`src/rtl/input_packet_queue.sv`:
```
// input_packet_queue: assembles a serial word stream into fixed-length packets and
// queues up to DEPTH complete packets for the router core.
// Optional per-word even-parity checking is built when INBUF_PARITY_EN is defined.
module input_packet_queue #(
    parameter int unsigned DATA_W    = 8,
    parameter int unsigned PKT_BYTES = 4,
    parameter int unsigned DEPTH     = 2,
    parameter int unsigned MSB_FIRST = 1
) (
    input  logic                             clock,
    input  logic                             reset_n,
    input  logic                             node_transfering,
    input  logic [DATA_W-1:0]                data_in,
`ifdef INBUF_PARITY_EN
    input  logic                             data_parity_in,
`endif
    output logic                             in_ready,
    input  logic                             data_routed,
    output logic                             pkt_valid,
    output logic [PKT_BYTES-1:0][DATA_W-1:0] pkt_data,
`ifdef INBUF_PARITY_EN
    output logic                             pkt_error,
`endif
    output logic [$clog2(DEPTH+1)-1:0]       pkt_count,
    output logic                             overflow
);

    localparam int unsigned WcntW = $clog2(PKT_BYTES);
    localparam int unsigned PtrW  = (DEPTH > 1) ? $clog2(DEPTH) : 1;
    localparam int unsigned CntW  = $clog2(DEPTH + 1);

    typedef logic [PKT_BYTES-1:0][DATA_W-1:0] pkt_t;

    logic [WcntW-1:0] wcnt_q, wcnt_d;
    pkt_t             asm_q, asm_d;
    pkt_t             mem_q [DEPTH];
    logic [PtrW-1:0]  wr_ptr_q, wr_ptr_d;
    logic [PtrW-1:0]  rd_ptr_q, rd_ptr_d;
    logic [CntW-1:0]  cnt_q, cnt_d;
    logic             ovf_q, ovf_d;

    logic             last_word, full, accept, push, pop;
    logic [WcntW-1:0] idx;
    pkt_t             pkt_next;

    function automatic logic [PtrW-1:0] ptr_inc(input logic [PtrW-1:0] p);
        return (p == PtrW'(DEPTH - 1)) ? '0 : p + PtrW'(1);
    endfunction

    // Handshake, write index and the packet as it will look after this word lands
    always_comb begin
        last_word = (wcnt_q == WcntW'(PKT_BYTES - 1));
        full      = (cnt_q == CntW'(DEPTH));
        // Only the final word of a packet needs a free slot
        in_ready  = !last_word || !full;
        accept    = node_transfering && in_ready;
        push      = accept && last_word;
        pkt_valid = (cnt_q != '0);
        pop       = data_routed && pkt_valid;
        idx       = (MSB_FIRST != 0) ? WcntW'(PKT_BYTES - 1) - wcnt_q : wcnt_q;
        pkt_next       = asm_q;
        pkt_next[idx]  = data_in;
        pkt_data  = mem_q[rd_ptr_q];
        pkt_count = cnt_q;
        overflow  = ovf_q;
    end

    // Next-state for counter, pointers, occupancy and the sticky overflow flag
    always_comb begin
        wcnt_d   = wcnt_q;
        asm_d    = asm_q;
        wr_ptr_d = wr_ptr_q;
        rd_ptr_d = rd_ptr_q;
        cnt_d    = cnt_q;
        ovf_d    = ovf_q | (node_transfering && !in_ready);
        if (accept) begin
            asm_d  = pkt_next;
            wcnt_d = last_word ? '0 : wcnt_q + WcntW'(1);
        end
        if (push) wr_ptr_d = ptr_inc(wr_ptr_q);
        if (pop)  rd_ptr_d = ptr_inc(rd_ptr_q);
        if (push && !pop)      cnt_d = cnt_q + CntW'(1);
        else if (!push && pop) cnt_d = cnt_q - CntW'(1);
    end

    // Control and assembly state registers
    always_ff @(posedge clock) begin
        if (!reset_n) begin
            wcnt_q   <= '0;
            asm_q    <= '0;
            wr_ptr_q <= '0;
            rd_ptr_q <= '0;
            cnt_q    <= '0;
            ovf_q    <= 1'b0;
        end else begin
            wcnt_q   <= wcnt_d;
            asm_q    <= asm_d;
            wr_ptr_q <= wr_ptr_d;
            rd_ptr_q <= rd_ptr_d;
            cnt_q    <= cnt_d;
            ovf_q    <= ovf_d;
        end
    end

    // Packet storage; the last word bypasses the assembly register into the slot
    always_ff @(posedge clock) begin
        if (!reset_n) begin
            for (int i = 0; i < int'(DEPTH); i++) mem_q[i] <= '0;
        end else if (push) begin
            mem_q[wr_ptr_q] <= pkt_next;
        end
    end

`ifdef INBUF_PARITY_EN
    logic err_run_q, err_run_d, err_next;
    logic err_mem_q [DEPTH];

    // Running error restarts with the first word of each packet
    always_comb begin
        err_next  = ((wcnt_q == '0) ? 1'b0 : err_run_q) | (^{data_in, data_parity_in});
        err_run_d = accept ? err_next : err_run_q;
        pkt_error = err_mem_q[rd_ptr_q];
    end

    // Running error bit and per-slot error storage
    always_ff @(posedge clock) begin
        if (!reset_n) begin
            err_run_q <= 1'b0;
            for (int i = 0; i < int'(DEPTH); i++) err_mem_q[i] <= 1'b0;
        end else begin
            err_run_q <= err_run_d;
            if (push) err_mem_q[wr_ptr_q] <= err_next;
        end
    end
`endif

endmodule

```
`config.mk`:
```
export PLATFORM = sky130hd
export DESIGN_NAME = input_packet_queue
export DESIGN_NICKNAME = d
export VERILOG_FILES = /design/src/rtl/input_packet_queue.sv
export SDC_FILE = /design/constraint.sdc
export NUM_CORES = 1
export LEC_CHECK = 0
export BUFFER_PORTS_ARGS = -buffer_cell sky130_fd_sc_hd__clkbuf_2
export CAP_MARGIN = 20
export CORE_UTILIZATION = 63
export DETAILED_ROUTE_END_ITERATION = 7
export PLACE_DENSITY = 0.83
export SLEW_MARGIN = 40
export SYNTH_ARGS = -nofsm -noshare
export SYNTH_HDL_FRONTEND = slang
export SYNTH_SLANG_ARGS = --single-unit
```
`constraint.sdc`:
```
create_clock -name clock -period 4.1 [get_ports clock]
set_input_delay 0.41 -clock clock [delete_from_list [all_inputs] [get_ports clock]]
set_output_delay 0.41 -clock clock [all_outputs]
set_load 0.01 [all_outputs]
```
# Yosys cells after proc, flatten, opt, wreduce, memory -nomap -nowiden
# Memories as Yosys holds them, arrays and structs flattened. A register that Yosys moved wholly into a read port is not among the register bits.
# Cells that the tools add are included.
# totals
out_inout_bits,37
ff_bits,39
inputBits,12
ram_bits,64
elab_cells,54
memories,1
# mem_list
memory,words,width,rd,rd_clocked_by_memory_dff,wr,line_no,text
mem_q,2,32,1,1,2,36,pkt_t mem_q [DEPTH];
# classes
n_eq_ne,2
muxes,17
addsub,6
magnitude_cmp,2
bitwise,1
reduce_logical,16
# op_table
operator,n
bitwise mux 32 bit,1
two-way mux 32 bit,1
OR reduction 32 bit,1
demux 8 bit (select 2 bit),1
two-way mux 1 bit,10
two-way mux 8 bit,1
logical AND 1 bit,7
two-way mux 2 bit,3
logical NOT 1 bit,5
"adder 2 x 1 -> 2 bit, second input constant",2
"equality test 2 bit, second input constant",2
nonzero test 2 bit,2
"less-than comparator 2 x 3 -> 1 bit, second input constant",1
"adder 1 bit, second input constant",2
">= comparator 2 x 1 -> 1 bit, second input constant",1
"subtractor 2 x 1 -> 2 bit, second input constant",1
"subtractor 2 bit, first input constant",1
logical OR 1 bit,1
bitwise OR 1 bit,1

# Depth between registers and ports, before layout
# Gate-level depths: netlist (run 1).
# logic_depth
word_depth,10
depth_mapped,8
ltp_nobuf,7

# Least setup slack after synthesis (run 1)
# No wires, ideal clock.
# synth_timing
path_type,register to register
from,register wcnt_q[0]
to,memory mem_q[1][0] (netlist name) (enable)
synth_period_minus_slack_ns,2.242
n_path_buf,2
required_ns,3.711
setup_ns,0.389
stages_incl_launch_ff,7
arrival_ns,1.852
slack_ns,1.858
path_cell_list,dfxtp_1 -> ha_1 -> and2_1 -> buf_6 -> nand4_4 -> buf_6 -> nand2_1
# synth_lines
item,line_no,text
from (decl),34,"logic [WcntW-1:0] wcnt_q, wcnt_d;"
from (signal assigned),96,wcnt_q <= wcnt_d;
to (decl),36,

==> results.txt, run 1 <==
Status: finished, final reports clean
Layout Cells excl Fill: 519
Critical Path Start Type: register
Initial DRC Count: 183
DRC viols: 0
GRT met3 Usage: 4.24%
Tot GR Track Use: 24.1%
Die footprint: 7740 um^2
Postcts setup bufs: 0
Sw Share: 27.8%
P_int: 1.54 mW
Routed Antenna Nets: 0
Dpl cell area: 4860 um^2
Synthesized area: 4660 um^2
I/O pin count: 49
Tmin final: 2.76 ns
Detail Placement HPWL: 5520 um
Rel. slew slack: 58.4%
Clock Pin Slew Worst Setup and Hold Paths: 0.10 ns
Nets: 435
GRT met1 Usage: 31.1%
Via Count: 2930
Synth Flop Type: edfxtp_1
Crit. End Element: register
CTS Buf Count: 9
Setup TNS: 0 ns
Worst Skew: 0.00933 ns
Unrepaired setup endpoints after global routing: no
Max Cap Viol: 0
Per-cell routed wire length: 16.7 um
Std-Cell Rows: 30
Syn. warnings: 0
Clk pwr share: 27.5%
CTS tree: built
Seq/Total Area, Yosys: 58.4%
Post-synth ARST share: 0%
Post-route cell area: 5040 um^2
Worst setup margin: 1.34 ns
Starting Density: 66.7%
GRT overflow: 0
Final setup violation count: 0
Final hold slack: 0.366 ns
Post-synth EDFFs: 64
Crit Path Category: register to register
PortBufs: 48
Net switching power: 0.595 mW
Maximum clock path buffer count: 2
Worst hold path type: primary input to register
DRT Pass-1 Iters: 4
P&R area growth vs syn: 8.11%
Fraction of layout cells with a size suffix above 1: 23.4%
Post-Route WL: 8640 um
Initial antenna violation count: 0
Net count after synthesis: 399
Logic pwr share: 17.4%
Total chip power: 2.14 mW
Final Wtd Congestion: 0.817
Chip height: 88 um
# hold bufs at CTS: 0
Chip width: 88 um
GR peak layer: met2
Pwr dens: 425 nW/um^2
Largest net degree at the start of global routing: 55
Pre-CTS setup slack: 1.34 ns
Vias in the first global route: 2800
Final slew viol count: 0
Library cells used by synthesis: 30
Max VDD drop: 251 uV
Endpoints failing hold: 0
Ant. Diodes: 0
Post-Place Cells: 503
Final worst path period share: 67.3%
H-tree depth: 3
Worst-Skew Late Latency: 0.37 ns
PostCTS Resize Cnt: 0
Clock Root Buffer: clkbuf_8
Clock sinks: 104
Core ar.: 6980 um^2
Vias per std cell: 5.65
Arr. time, crit path: 2.80 ns
CP required: 4.14 ns
Cell count after synthesis: 382
First-pass GRT wire length: 13600 um
Syn_area_per_cell: 12.2 um^2
Worst-path fanout max: 25
FMAX: 362 MHz
LEAKAGE: 1.86 nW
Sequential cell fraction of total power: 55.1%
Synth Register Bits: 104
Fin util: 72.2%
Worst-margin pin slew: 0.622 ns
GRT met2 Usage: 39.8%
worst paths after layout:
path | start | endpoint | slack [ns] | cells after the start
max | wcnt_q[0] | mem_q[0][11] | 1.34 | 5
min reg2reg | asm_q[11] | asm_q[11] | 0.46 | 2
min | data_in[1] | asm_q[1] | 0.37 | 3
max reg2reg | wcnt_q[0] | mem_q[0][11] | 1.34 | 5
placed cells by master, fill, tap and decap left out:
master,n
clkbuf_2,47
xor2_1,1
nand4_4,1
o21ai_0,11
a21boi_0,7
nand3b_1,1
nand2_1,39
edfxtp_1,64
buf_4,4
clkinv_4,2
clkinv_1,1
nor2b_1,2
or2_2,1
nor3_1,1
nand4b_4,1
inv_1,2
nand2b_1,1
a21boi_1,3
inv_6,1
clkbuf_8,9
clkinvlp_4,2
nor2_1,65
xnor2_1,2
dfxtp_1,40
and3_1,3
ha_1,5
a31oi_1,1
clkbuf_4,1
mux2_1,4
inv_8,1
mux2_2,28
a31o_2,1
nand3_1,8
or3_1,2
mux2i_1,57
and2_1,4
routing by layer:
layer | routed length (um) | share of wire [%]
met3 | 396 | 4.6
met2 | 4260 | 49
met4 | 164 | 1.9
met1 | 3820 | 44
met5 | 0 | 0
flip-flops by register name, summed over array words and instances, names as in the netlist, named ones only:
name and cells:
pkt_count 2, wcnt_q 2, wr_ptr_q 1, rd_ptr_q 1, overflow 1, mem_q 64, asm_q 32
worst max-delay path, stage by stage (launching register included):
cell	delay, ns
dfxtp_1	0.41
ha_1	0.57
nand2_1	0.35
or3_1	0.42
nand2_1	0.27
buf_4	0.40
final cells by class:
| cell class | instances | area (um^2) |
|---|---|---|
| Fill cell | 507 | 1940 |
| Sequential cell | 104 | 2720 |
| Clock inverter | 7 | 56.3 |
| Clock buffer | 9 | 124 |
| Timing Repair Buffer | 52 | 273 |
| Tap cell | 96 | 120 |
| Multi-Input combinational cell | 249 | 1730 |
| Inverter | 2 | 7.51 |
cell families (layout without fill, tap and decap cells):
kind of cell               Yosys count  after routing  synth area share, %
xor gates and xnor gates             3              3                0.564
adders and majority gates            5              5                 1.34
muxes                               89             89                 20.0
and+or+nand+nor                    129            129                 12.2
DFF                                104            104                 58.4
buffers and inverters               29             70                 4.35
AOI/OAI and AO/OA                   23             23                 3.11
Yosys cell counts (7+ instances only):
| cell type | instances | area share (%) |
|---|---|---|
| clkbuf_1 | 7 | 0.56 |
| mux2_2 | 28 | 6.8 |
| a21boi_0 | 7 | 1.1 |
| buf_6 | 11 | 2.7 |
| nor2_1 | 65 | 5.2 |
| mux2i_1 | 57 | 12 |
| buf_2 | 9 | 0.97 |
| nand3_1 | 8 | 0.86 |
| dfxtp_1 | 40 | 17 |
| o21ai_0 | 11 | 1.2 |
| edfxtp_1 | 64 | 41 |
| nand2_1 | 39 | 3.1 |
power by group through the flow:
stage	clock [mW]	sequential [mW]	combinational (mW)
finish	0.588	1.18	0.373
global route	0.629	1.19	0.406
floorplan	0	1.20	0.273
detailed placement	0	1.20	0.374
CTS	0.594	1.18	0.377
global placement	0	1.20	0.366
No activity file was read; power rests on OpenSTA's default activity.
==> run 2, diff against run 1 <==
--- a/config.mk
+++ b/config.mk
@@ -5,11 +5,12 @@
 export SDC_FILE = /design/constraint.sdc
 export NUM_CORES = 1
 export LEC_CHECK = 0
+export ABC_AREA = 1
 export BUFFER_PORTS_ARGS = -buffer_cell sky130_fd_sc_hd__clkbuf_2
 export CAP_MARGIN = 20
-export CORE_UTILIZATION = 63
+export CORE_UTILIZATION = 53
 export DETAILED_ROUTE_END_ITERATION = 7
-export PLACE_DENSITY = 0.83
+export PLACE_DENSITY = 0.73
 export SLEW_MARGIN = 40
 export SYNTH_ARGS = -nofsm -noshare
 export SYNTH_HDL_FRONTEND = slang
==> constraint.sdc (replaced) <==
create_clock -name clock -period 2.5 [get_ports clock]
set_input_delay 0.25 -clock clock [delete_from_list [all_inputs] [get_ports clock]]
set_output_delay 0.25 -clock clock [all_outputs]
set_load 0.01 [all_outputs]
==> results.txt, run 2 <==
Clock sinks: 104 (unchanged)
CTS tree: built
Syn. warnings: 0 (unchanged)
Clock Root Buffer: clkbuf_8
Net switching power: 0.983 mW (+65%)
Fraction of layout cells with a size suffix above 1: 23.7% (+0.33 points)
LEAKAGE: 2.35 nW (+27%)
DRT Pass-1 Iters: 5 (+1)
Pwr dens: 648 nW/um^2 (+53%)
Maximum clock path buffer count: 2 (unchanged)
Library cells used by synthesis: 24 (-20%)
Starting Density: 55.1% (-12 points)
Max Cap Viol: 0 (unchanged)
Initial DRC Count: 311 (+70%)
Crit. End Element: output port
Chip width: 100 um (+14%)
Worst reg-to-reg path cell count: 10 (+5)
P&R area growth vs syn: 10.4%
Ant. Diodes: 0 (unchanged)
Worst setup margin: 0.594 ns (-0.747 ns)
Final setup violation count: 0 (unchanged)
Logic pwr share: 15.6% (-1.8 points)
Largest registers: mem_q (64), asm_q (32)
Endpoints failing hold: 0 (unchanged)
Max VDD drop: 314 uV (+25%)
CTS Buf Count: 9 (unchanged)
Largest net degree at the start of global routing: 68 (+24%)
First-pass GRT wire length: 18000 um (+32%)
Core ar.: 9280 um^2 (+33%)
Worst-path fanout max: 32 (+28%)
Post-synth ARST share: 0% (unchanged)
Sw Share: 26.9% (-0.93 points)
Post-synth EDFFs: 64 (unchanged)
Dominant cell type by area after synthesis: edfxtp_1
Die footprint: 10000 um^2 (+30%)
Nets: 606 (+39%)
Setup TNS: 0 ns (unchanged)
Final slew viol count: 0 (unchanged)
Status: finished, final reports clean
H-tree depth: 3 (unchanged)
Chip height: 100 um (+14%)
Per-cell routed wire length: 15.2 um (-8.5%)
Postcts setup bufs: 0 (unchanged)
CP endpoint: pkt_data[22]
Worst Skew: 0.0101 ns (+0.000741 ns)
PortBufs: 48 (unchanged)
Vias per std cell: 5.33 (-5.6%)
Syn_area_per_cell: 9.16 um^2 (-25%)
Worst-Skew Late Latency: 0.36 ns (about the same)
GRT overflow: 0 (unchanged)
Worst hold path type: primary input to register
Commonest non-fill, non-tap cells in the layout: 141 x nand2_1, 64 x edfxtp_1, 53 x inv_1
Final Wtd Congestion: 0.780 (-4.5%)
CP required: 2.25 ns (-1.89 ns)
Detail Placement HPWL: 6970 um (+26%)
# hold bufs at CTS: 0 (unchanged)
Synthesized area: 5110 um^2 (+9.7%)
Largest register FFs: 64 (unchanged)
I/O pin count: 49 (unchanged)
Seq/Total Area, Yosys: 53.3% (-5.2 points)
Critical Path Start Type: register
P_int: 2.67 mW (+73%)
Worst-margin pin slew: 0.671 ns (+0.0485 ns)
Vias in the first global route: 3663 (+31%)
Arr. time, crit path: 1.66 ns (-1.14 ns)
Final worst path period share: 76.2%
Clk pwr share: 31.3% (+3.8 points)
Rel. slew slack: 55.2% (-3.2 points)
Via Count: 3855 (+32%)
Net count after synthesis: 575 (+44%)
Synth Flop Type: edfxtp_1
PostCTS Resize Cnt: 0 (unchanged)
Synth Register Bits: 104 (unchanged)
Clock Pin Slew Worst Setup and Hold Paths: 0.10 ns (about the same)
Post-Route WL: 11000 um (+28%)
Routed Antenna Nets: 0 (unchanged)
Leading cell types by count after synthesis: 141 x nand2_1, 64 x edfxtp_1, 53 x inv_1, 40 x dfxtp_1, 37 x a21oi_1
Cell count after synthesis: 558 (+46%)
RR Startpoint: wcnt_q[0]
Pre-CTS setup slack: 0.667 ns (-0.673 ns)
Unrepaired setup endpoints after global routing: no
Count leader, synth: nand2_1
R2r endpoint: pkt_count[1]
Top reg by flops: mem_q
Reg-to-reg slack, setup: 0.62 ns (-0.72 ns)
Std-Cell Rows: 35 (+17%)
Initial antenna violation count: 0 (unchanged)
Largest cells by area after synthesis: edfxtp_1 38%, dfxtp_1 16%, nand2_1 10%
Sequential cell fraction of total power: 53.2% (-1.9 points)
Commonest non-fill, non-tap cell in the layout: nand2_1
Post-synth top area share: 37.6% (-3.7 points)
Tmin final: 1.91 ns
Tot GR Track Use: 23.4% (-0.70 points)
FMAX: 525 MHz
DRC viols: 0 (unchanged)
Crit Path Category: register to output port
-- run 2: cell types whose count changed after synthesis, moves of 4 or more --
cell and change:
nor3_1 +34, buf_1 +6, inv_1 +51, buf_6 -10
nor2_1 -29, a21oi_1 +37, nor3_2 +29, o21ai_0 -9
buf_2 +15, nand2_1 +102, mux2i_1 -57, nand3_1 +28
and2_1 -4, a21boi_0 -7
-- run 2: power by group through the flow --
stage | combinational, mW | clock [mW] | sequential (mW)
floorplan | 0.412 | 0 | 1.97
global placement | 0.549 | 0 | 1.98
detailed placement | 0.567 | 0 | 1.98
CTS | 0.570 | 1.16 | 1.94
global route | 0.634 | 1.22 | 1.95
finish | 0.569 | 1.14 | 1.94
-- run 2: area by class of cell --
cell class / instances / area, um^2
multi-input cells: 359 / 1990
repair buffers: 59 / 335
clock inverters: 6 / 91.3
clock buffers: 10 / 128
inverters: 56 / 210
fillers: 808 / 3640
flip-flops and latches: 104 / 2720
well taps: 129 / 161
-- run 2: metal layers --
layer	global-route usage, %	wire length [um]
met1	30.9	5010
met2	37.6	5070
met3	3.83	602
met4	11.4	338
met5	0	0
-- run 2: stage by stage --
| step | cells | cell area [um^2] | hold WS, ns | util [%] | power [mW] |
|---|---|---|---|---|---|
| 6_report | 723 | 5640 | 0.291 | 60.8 | 3.66 |
| 3_3_place_gp | 707 | 5420 | 0.445 | 58.4 | 2.53 |
| 3_5_place_dp | 707 | 5420 | 0.450 | 58.4 | 2.55 |
| 2_1_floorplan | 558 | 5120 | 0.452 | - | 2.39 |
| 4_1_cts | 723 | 5640 | 0.287 | 60.8 | 3.67 |
| 5_1_grt | 723 | 5640 | 0.320 | 60.8 | 3.81 |
-- run 2: worst min path at each step --
stage,slack (ns),startpoint,endpoint,cells after the start
finish,0.29,data_routed,rd_ptr_q,4
global route,0.32,data_routed,register,4
CTS,0.29,data_routed,rd_ptr_q,4
detailed placement,0.45,overflow,overflow,2
global placement,0.45,overflow,overflow,2
floorplan,0.45,asm_q[0],asm_q[0],2
-- run 2: critical path: stages, from the launching register on --
cell and delay, ns:
dfxtp_1 0.34, buf_4 0.39, mux2_2 0.41, clkbuf_2 0.13
-- run 2: cells by family after synthesis --
logic type / after synthesis / share of synthesized area [%]
AO/OA/AOI/OAI: 40 / 3.96
buffers and inverters: 95 / 7.93
adder cells (fa/ha/maj): 5 / 1.22
multiplexers: 32 / 7.05
flip-flops: 104 / 53.3
AND/OR/NAND/NOR: 282 / 26.6
==> run 3, diff against run 2 <==
==> constraint.sdc (replaced) <==
create_clock -name clock -period 1.54 [get_ports clock]
set_input_delay 0.154 -clock clock [delete_from_list [all_inputs] [get_ports clock]]
set_output_delay 0.154 -clock clock [all_outputs]
set_load 0.01 [all_outputs]
==> results.txt, run 3 (synthesis results as in run 2) <==
Top reg by flops: mem_q
Post-route cell area: 6310 um^2 (+12%)
Failing checks: setup timing
Commonest non-fill, non-tap cells in the layout: 139 x nand2_1, 64 x edfxtp_1, 52 x inv_1
RR Startpoint: wcnt_q[0]
I/O pin count: 49 (unchanged)
Post-Place Cells: 720 (+1.8%)
Unrepaired setup endpoints after global routing: yes
Final worst path period share: 107%
Worst setup margin: -0.108 ns (-0.702 ns)
Hold depth: 3 (-1)
Crit. End Element: output port
CTS tree: built
Vias in the first global route: 3802 (+3.8%)
Chip width: 100 um (unchanged)
Crit Path Category: register to output port
Reg-to-reg slack, setup: 0.04 ns (-0.58 ns)
Layout Cells excl Fill: 745 (+3.0%)
Via Count: 4058 (+5.3%)
Final setup violation count: 32 (+32)
Ant. Diodes: 0 (unchanged)
Initial DRC Count: 316 (+1.6%)
Worst-margin pin slew: 0.455 ns (-0.216 ns)
Clock sinks: 104 (unchanged)
Worst path slowest cell: dfxtp_4
DRC viols: 0 (unchanged)
Worst-path fanout max: 8 (-75%)
Post-Route WL: 12600 um (+15%)
Critical Path Start Type: register
CTS Buf Count: 9 (unchanged)
Worst-Skew Late Latency: 0.38 ns (+0.02 ns)
DRT Pass-1 Iters: 5 (unchanged)
P&R area growth vs syn: 23.4%
Final slew viol count: 0 (unchanged)
FMAX: 607 MHz
Fraction of layout cells with a size suffix above 1: 28.4% (+4.7 points)
Core ar.: 9280 um^2 (unchanged)
Endpoints failing hold: 0 (unchanged)
Dpl cell area: 5630 um^2 (+3.7%)
Die footprint: 10000 um^2 (unchanged)
Tot GR Track Use: 25.2% (+1.8 points)
R2r endpoint: mem_q[1][21]
LEAKAGE: 2.67 nW (+14%)
CP required: 1.39 ns (-0.86 ns)
Tmin final: 1.65 ns
Arr. time, crit path: 1.49 ns (-0.17 ns)
Worst reg-to-reg path cell count: 5 (-5)
Worst Skew: 0.0127 ns (+0.00266 ns)
Hold path start: node_transfering
Slowest cell delay on critical path: 0.47 ns (+0.06 ns)
Initial antenna violation count: 0 (unchanged)
Maximum clock path buffer count: 2 (unchanged)
H-tree depth: 3 (unchanged)
Pre-CTS setup slack: 0.102 ns (-0.565 ns)
Max Cap Viol: 0 (unchanged)
Fin util: 68.0% (+7.2 points)
Starting Density: 55.1% (unchanged)
Worst Hold End: overflow
Total chip power: 6.03 mW (+65%)
GRT overflow: 0 (unchanged)
Vias per std cell: 5.45 (+2.2%)
Cell Chain, Critical Path: clkbuf_16, mux2_4, buf_6
Chip height: 100 um (unchanged)
First-pass GRT wire length: 19000 um (+5.8%)
Per-cell routed wire length: 17.0 um (+11%)
Rel. slew slack: 69.7% (+14 points)
Largest register FFs: 64 (unchanged)
Final Wtd Congestion: 0.783 (+0.44%)
Clock Root Buffer: clkbuf_8
Nets: 628 (+3.6%)
Worst hold path type: primary input to register
Clock Pin Slew Worst Setup and Hold Paths: 0.11 ns (about the same)
Pwr dens: 956 nW/um^2 (+48%)
Status: complete, but fails checks
Largest registers: mem_q (64), asm_q (32)
PortBufs: 48 (unchanged)
Detail Placement HPWL: 7240 um (+3.9%)
Routed Antenna Nets: 0 (unchanged)
Std-Cell Rows: 35 (unchanged)
Largest net degree at the start of global routing: 46 (-32%)
Commonest non-fill, non-tap cell in the layout: nand2_1
Max VDD drop: 469 uV (+50%)
[run 3: changes by cell type in the layout (fill, tap and decap cells not counted), sizes merged]
cell,change
clkinvlp,-3
inv,+2
bufinv,-2
buf,+47
bufbuf,+2
clkbuf,-28
clkinv,+4
[run 3: power breakdown]
| part | switching, mW | leakage, nW | total [mW] | internal, mW |
|---|---|---|---|---|
| clock network | 1.01 | 0.0976 | 1.63 | 0.623 |
| registers | 0.0844 | 0.993 | 3.17 | 3.09 |
| logic | 0.670 | 1.58 | 1.23 | 0.557 |
| total | 1.77 | 2.67 | 6.03 | 4.27 |
[run 3: layer usage]
layer / share of wire (%) / vias up / track usage (%)
met5: 0 / - / 0
met2: 48 / 166 / 42.5
met4: 3.5 / 0 / 12.5
met3: 7.2 / 29 / 4.18
li1: - / 1954 / -
met1: 41 / 1909 / 31.4
[run 3: how the worst max path moves through the flow]
stage / from / to
global placement: wcnt_q[0] / mem_q[0][27]
global route: register / pkt_data[1]
CTS: register / pkt_data[5]
detailed placement: pkt_count[0] / pkt_count[1]
finish: register / pkt_data[2]
floorplan: wcnt_q[1] / mem_q[1][0]
[run 3: per-stage QoR]
step           TNS, ns  hold slack [ns]
2_1_floorplan    -6.80            0.437
3_3_place_gp         0            0.454
3_5_place_dp         0            0.456
4_1_cts          -2.55            0.124
5_1_grt          -3.72            0.164
6_report         -2.59            0.137
[run 3: repair_timing]
item                       in CTS  in global routing
pin swaps                       1                  0
gates cloned                    4                  1
hold buffers                    0                  0
setup endpoints to repair      33                 45
resized for setup              23                 74
buffers inserted                2                  2
[run 3: critical path: cells and delay by family, from the launching register on]
kind,cells,cell delay [ns]
flip-flops,1,0.47
buffers and inverters,2,0.33
multiplexers,1,0.31
[run 3: cell type report]
cell class	count	area, um^2
Multi-Input combinational cell	359	2160
Sequential cell	104	2730
Clock buffer	9	124
Clock inverter	7	62.6
Inverter	56	210
Timing Repair Buffer	81	858
Tap cell	129	161
Fill cell	715	2970
